## config.mk

```make
export PLATFORM = sky130hd
export DESIGN_NAME = cic_ctrl
export DESIGN_NICKNAME = d
export VERILOG_FILES = /design/src/rtl/cic_ctrl.sv
export SDC_FILE = /design/constraint.sdc
export NUM_CORES = 1
export LEC_CHECK = 0
export CAP_MARGIN = 5
export CORE_MARGIN = 8
export CORE_UTILIZATION = 55
export DETAILED_ROUTE_END_ITERATION = 10
export PLACE_DENSITY = 0.89
export SYNTH_ARGS = -nofsm -noshare
export SYNTH_HDL_FRONTEND = slang
export SYNTH_SLANG_ARGS = --single-unit
```

## constraint.sdc

```tcl
create_clock -name clk -period 3 [get_ports clk]
set_input_delay 0.6 -clock clk [delete_from_list [all_inputs] [get_ports clk]]
set_output_delay 0.6 -clock clk [all_outputs]
set_load 0.01 [all_outputs]
```

## src/rtl/cic_ctrl.sv

```systemverilog
// -----------------------------------------------------------------------------
// cic_ctrl -- run/stop sequencer and output buffer for a CIC decimator.
//
// Generates the CIC input strobe (cic_en) once every DIV system clocks while a
// run is active, counts strobes into frames of R, and finishes a stopped run on
// a frame boundary so the decimator always sees whole output periods.  CIC
// output samples are captured into a single valid/ready holding register; a
// sample that arrives while the register is still occupied is dropped and the
// sticky ovf flag is raised.
//
// Optional feature (compile-time macro CIC_CTRL_SETTLE_EN):
//   defined   -> the first SETTLE CIC outputs after every accepted start are
//                discarded while the filter settles.
//   undefined -> no discard logic; every CIC output goes to the holding register.
//
// state    | meaning
// ---------+--------------------------------------------------------------
// IDLE     | no strobes; waiting for start (CIC outputs still drain)
// RUN      | strobing every DIV clocks; stop moves to STOPPING or IDLE
// STOPPING | strobing until the frame counter wraps, then IDLE
// -----------------------------------------------------------------------------
module cic_ctrl #(
    parameter int NOUT         = 16,
    parameter int SYS_CLK_FREQ = 6400_000,
    parameter int DEMOD_FREQ   = 16_000,
    parameter int SAMPLE_RATE  = 800,
    parameter int SETTLE       = 2
) (
    input  logic            clk,
    input  logic            rst,
    input  logic            start,
    input  logic            stop,
    output logic            cic_en,
    input  logic            cic_valid,
    input  logic [NOUT-1:0] cic_dout,
    output logic            m_valid,
    input  logic            m_ready,
    output logic [NOUT-1:0] m_data,
    output logic            busy,
    output logic            ovf
);

    localparam int DIV   = SYS_CLK_FREQ / DEMOD_FREQ;
    localparam int R     = DEMOD_FREQ / SAMPLE_RATE;
    localparam int DIV_W = (DIV > 1) ? $clog2(DIV) : 1;
    localparam int R_W   = (R > 1) ? $clog2(R) : 1;

    localparam logic [DIV_W-1:0] DIV_LAST = DIV_W'(DIV - 1);
    localparam logic [R_W-1:0]   R_LAST   = R_W'(R - 1);

    // Reject parameter sets whose rates do not divide evenly.
    if ((SYS_CLK_FREQ % DEMOD_FREQ) != 0 || (DEMOD_FREQ % SAMPLE_RATE) != 0 ||
        DIV < 2 || R < 1 || SETTLE < 0) begin : g_bad_cfg
        $error("cic_ctrl: invalid parameter set");
    end

    typedef enum logic [1:0] {
        IDLE     = 2'd0,
        RUN      = 2'd1,
        STOPPING = 2'd2
    } state_t;

    state_t           state;
    state_t           state_nxt;
    logic [DIV_W-1:0] div_cnt;
    logic [DIV_W-1:0] div_nxt;
    logic [R_W-1:0]   frame_cnt;
    logic [R_W-1:0]   frame_nxt;
    logic             cic_en_nxt;
    logic             div_last;
    logic             frame_last;
    logic             start_ok;

    assign div_last   = (div_cnt == DIV_LAST);
    assign frame_last = (frame_cnt == R_LAST);
    // A start only counts in IDLE and only when stop is not asserted with it.
    assign start_ok   = (state == IDLE) && start && !stop;

    // Next-state, counter advance and registered strobe decode.
    always_comb begin
        state_nxt = state;
        div_nxt   = div_cnt;
        frame_nxt = frame_cnt;

        case (state)
            IDLE: begin
                if (start && !stop) begin
                    state_nxt = RUN;
                    div_nxt   = '0;
                    frame_nxt = '0;
                end
            end
            RUN: begin
                div_nxt = div_last ? '0 : div_cnt + DIV_W'(1);
                if (div_last) begin
                    frame_nxt = frame_last ? '0 : frame_cnt + R_W'(1);
                end
                if (stop) begin
                    // Already sitting on a frame boundary: nothing left to finish.
                    if (frame_cnt == '0 && div_cnt == '0) begin
                        state_nxt = IDLE;
                    end else begin
                        state_nxt = STOPPING;
                    end
                end
            end
            STOPPING: begin
                div_nxt = div_last ? '0 : div_cnt + DIV_W'(1);
                if (div_last) begin
                    frame_nxt = frame_last ? '0 : frame_cnt + R_W'(1);
                end
                // The strobe that closes the frame is the last one of the run.
                if (div_last && frame_last) begin
                    state_nxt = IDLE;
                end
            end
            default: begin
                state_nxt = IDLE;
            end
        endcase

        if (state_nxt == IDLE) begin
            div_nxt   = '0;
            frame_nxt = '0;
        end

        // Registering the decode of the next count keeps cic_en glitch-free and
        // aligned with the cycle where div_cnt == DIV-1.
        cic_en_nxt = (state_nxt != IDLE) && (div_nxt == DIV_LAST);
    end

    // Sequencer state, counters and strobe/busy outputs.
    always_ff @(posedge clk or posedge rst) begin
        if (rst) begin
            state     <= IDLE;
            div_cnt   <= '0;
            frame_cnt <= '0;
            cic_en    <= 1'b0;
            busy      <= 1'b0;
        end else begin
            state     <= state_nxt;
            div_cnt   <= div_nxt;
            frame_cnt <= frame_nxt;
            cic_en    <= cic_en_nxt;
            busy      <= (state_nxt != IDLE);
        end
    end

    logic discard;
    logic load;
    logic drop;

`ifdef CIC_CTRL_SETTLE_EN
    localparam int SET_W = (SETTLE > 0) ? $clog2(SETTLE + 1) : 1;

    logic [SET_W-1:0] discard_cnt;

    assign discard = cic_valid && (discard_cnt != '0);

    // Settle counter: reloaded by each accepted start, eats the first outputs.
    always_ff @(posedge clk or posedge rst) begin
        if (rst) begin
            discard_cnt <= '0;
        end else if (start_ok) begin
            discard_cnt <= SET_W'(SETTLE);
        end else if (discard) begin
            discard_cnt <= discard_cnt - SET_W'(1);
        end
    end
`else
    assign discard = 1'b0;
`endif

    assign load = cic_valid && !discard && (!m_valid || m_ready);
    assign drop = cic_valid && !discard && m_valid && !m_ready;

    // Holding register, handshake and sticky overflow flag.
    always_ff @(posedge clk or posedge rst) begin
        if (rst) begin
            m_valid <= 1'b0;
            m_data  <= '0;
            ovf     <= 1'b0;
        end else begin
            if (load) begin
                m_data  <= cic_dout;
                m_valid <= 1'b1;
            end else if (m_valid && m_ready) begin
                m_valid <= 1'b0;
            end

            // A drop in the same cycle as a start is the newer event and wins.
            if (drop) begin
                ovf <= 1'b1;
            end else if (start_ok) begin
                ovf <= 1'b0;
            end
        end
    end

endmodule

```

==> reports/summary.md <==
### Clock tree
* H-Tree Depth: 2
* Clk Latency, worst-skew pair: 0.29 ns
* maximum number of buffers from clock root to sink: 2
* number of sinks on the clock net: 36
* clock edge transition at the registers on the reported setup and hold paths: 0.07 ns
* count of hold buffers inserted by post-cts repair: 0
* number of buffers added for setup after CTS: 0
* number of buffers inserted during clock tree synthesis: 5
* TritonCTS clock tree: yes
* count of instances resized after the clock tree is built: 0
* buffer type at the clock tree root: sky130_fd_sc_hd__clkbuf_8

### Power and ir drop
* leakage component of the power: 1.03 nW
* worst vdd rail ir drop: 0.371 mV
* PwrDens: 601 nW/um^2

### Drt
* drt via density: 5.78
* average wire per cell in the routed design: 16.2 um
* Detailed Route WL: 4.84 mm
* post-route ant nets: 0
* DR iter-0 viols: 134
* total iterations of the first detailed-routing run: 4
* DRC viols: 0
* total via count in the routed design: 1,728

### Worst setup path
* type of element launching the critical path: input pin
* Critical Path RT: 3.20 ns
* crit-path max FO: 11
* Arrival @ worst endpoint: 2.52 ns
* Crit Path Category: input pin to flop
* type of destination of the critical path: flop

### Yosys
* average size of a mapped cell: 9.84 sq um
* combined area of all synthesized cells: 2090 sq um
* Post-synth EDFFs: 0
* register area share after synthesis: 43.2%
* top post-synthesis cells by area: sky130_fd_sc_hd__dfrtp_1, sky130_fd_sc_hd__mux2_2, sky130_fd_sc_hd__ha_1, sky130_fd_sc_hd__a21oi_1, sky130_fd_sc_hd__nand2_1
* Synth top area share: 43.2%
* Post-Synthesis Cells: 212
* Top FF cell, synth: sky130_fd_sc_hd__dfrtp_1
* leading cell types by count after synthesis: sky130_fd_sc_hd__dfrtp_1, sky130_fd_sc_hd__nand2_1, sky130_fd_sc_hd__mux2_2
* dominant cell type by area after synthesis: sky130_fd_sc_hd__dfrtp_1
* number of warnings reported in the yosys synthesis log: 0
* syn_nets: 242
* Synth async-reset ratio: 100%
* number of unique standard cell types used by synthesis: 47
* Seq cells post-synth: 36
* most instantiated library cell after synthesis: sky130_fd_sc_hd__dfrtp_1

### Final layout
* area added between synthesis and finish: 24.0%
* fraction of layout cells with a size suffix above 1: 13.1%
* filler cell count in the final layout: 261
* number of diodes: 0
* number of nets in the finished design: 281
* final core utilization: 70.7%

### Timing
* maximum clock frequency: 0.432 GHz
* worst slew margin relative to its limit: 55.3%
* aggregate negative setup slack: 0 ns
* actual transition at the worst max-transition pin: 0.669 ns
* setup skew after layout: 0.00669 ns
* post-route fraction of the period consumed by the critical path: 77.2%
* Hold Fails Final Rpt: 0
* RSZ-0062 raised after global routing: false
* Final Setup Violations: 0
* crit path time final: 2.32 ns
* max-slew violation count: 0
* setup ws final: 0.684 ns

### GRT
* largest net degree at the start of global routing: 37
* first-pass GRT wire length: 8.29 mm
* overall routing resource usage: 16.6%
* vias in the first global route: 1,766
* antenna violations before repair: 0
* total gr overflow: 0

### Floorplanning
* DIE AREA: 6020 sq um
* vertical die dimension: 77.6 um
* number of placement rows: 22
* Initial Util: 57.0%
* total core area: 3660 sq um
* Die Wd: 77.6 um
* Top Ports: 42

### Placement
* Routability Congestion: 0.853
* count of buffers from port buffering: 41
* HPWL after detailed placement: 3.35 mm
* Post-Place Setup Slack: 0.395 ns

### Job
* number of maximum-capacitance constraint violations: 0

### Status
* outcome: complete, no violations

### Worst hold path
* class of the most critical hold timing path: flop to flop

==> critical path, cell delays in order <==
cell and delay, ns:
sky130_fd_sc_hd__clkdlybuf4s50_1 0.52, sky130_fd_sc_hd__nand2b_1 0.29, sky130_fd_sc_hd__a21oi_1 0.11, sky130_fd_sc_hd__buf_4 0.19
sky130_fd_sc_hd__a2111oi_0 0.51, sky130_fd_sc_hd__o22ai_1 0.16, sky130_fd_sc_hd__nor4_2 0.14
==> power by group <==
group          total [mW]  switching [mW]  internal, mW
Sequential          0.590          0.0433         0.547
Clock               0.328           0.170         0.158
Combinational       0.638           0.358         0.280
==> cell type report <==
cell class,count,area (sq um),area share [%]
Multi-Input combinational cell,151,1070,41.2
Sequential cell,36,901,34.8
Timing Repair Buffer,44,433,16.7
Clock buffer,6,72.6,2.80
Tap cell,48,60.1,2.32
Inverter,13,48.8,1.89
Clock inverter,1,5.00,0.193
==> layout by cell type, fill, tap and decap left out, types with 6 or more instances in the layout <==
cell,count
sky130_fd_sc_hd__o21ai_0,8
sky130_fd_sc_hd__dfrtp_1,36
sky130_fd_sc_hd__clkdlybuf4s50_1,41
sky130_fd_sc_hd__a21oi_1,15
sky130_fd_sc_hd__inv_1,13
sky130_fd_sc_hd__nand2_1,17
sky130_fd_sc_hd__nand3_1,9
sky130_fd_sc_hd__nand2b_1,6
sky130_fd_sc_hd__ha_1,8
sky130_fd_sc_hd__mux2_2,16
sky130_fd_sc_hd__nor2_1,15
==> state kept, by name, summed over array words and instances, names as in the netlist <==
signal	cells
div_cnt	9
state	2
frame_cnt	5
busy	1
cic_en	1
m_valid	1
m_data	16
ovf	1
==> worst paths after layout <==
path / from / end / slack (ns) / cells after the start
worst max-delay path: stop / cic_en$_DFF_PP0_ / 0.68 / 7
worst min-delay path: m_data[7]$_DFFE_PP0P_ / m_data[7]$_DFFE_PP0P_ / 0.51 / 1
worst max register to register: state[0]$_DFF_PP0_ / cic_en$_DFF_PP0_ / 0.69 / 8
worst min register to register: m_data[7]$_DFFE_PP0P_ / m_data[7]$_DFFE_PP0P_ / 0.51 / 1
max in group asynchronous: rst / frame_cnt[4]$_DFFE_PP0P_ / 1.97 / 3
min in group asynchronous: rst / m_data[13]$_DFFE_PP0P_ / 0.70 / 3
==> kinds of logic after synthesis <==
kind of cell	after synthesis	synth area share [%]
AOI/OAI and AO/OA	49	16.5
buffers and inverters	25	5.70
muxes	16	8.63
DFF	36	43.2
xor gates and xnor gates	1	0.420
adders and majority gates	8	4.80
and+or+nand+nor	77	20.7
==> layer usage <==
metal	GRT usage, %	wire length [um]	vias up
met5	0	0	-
met1	18.3	1940	824
li1	-	-	828
met4	5.85	88	0
met3	9.79	645	9
met2	26.0	2160	67
==> stage by stage <==
step	hold slack (ns)	std cells	power [mW]	area (sq um)
2_1_floorplan	0.511	212	1.02	2090
3_3_place_gp	0.486	292	1.21	2510
3_5_place_dp	0.495	292	1.23	2510
4_1_cts	0.511	299	1.56	2590
5_1_grt	0.525	299	1.67	2590
6_report	0.509	299	1.56	2590
No activity file was read; power rests on OpenSTA's default activity.
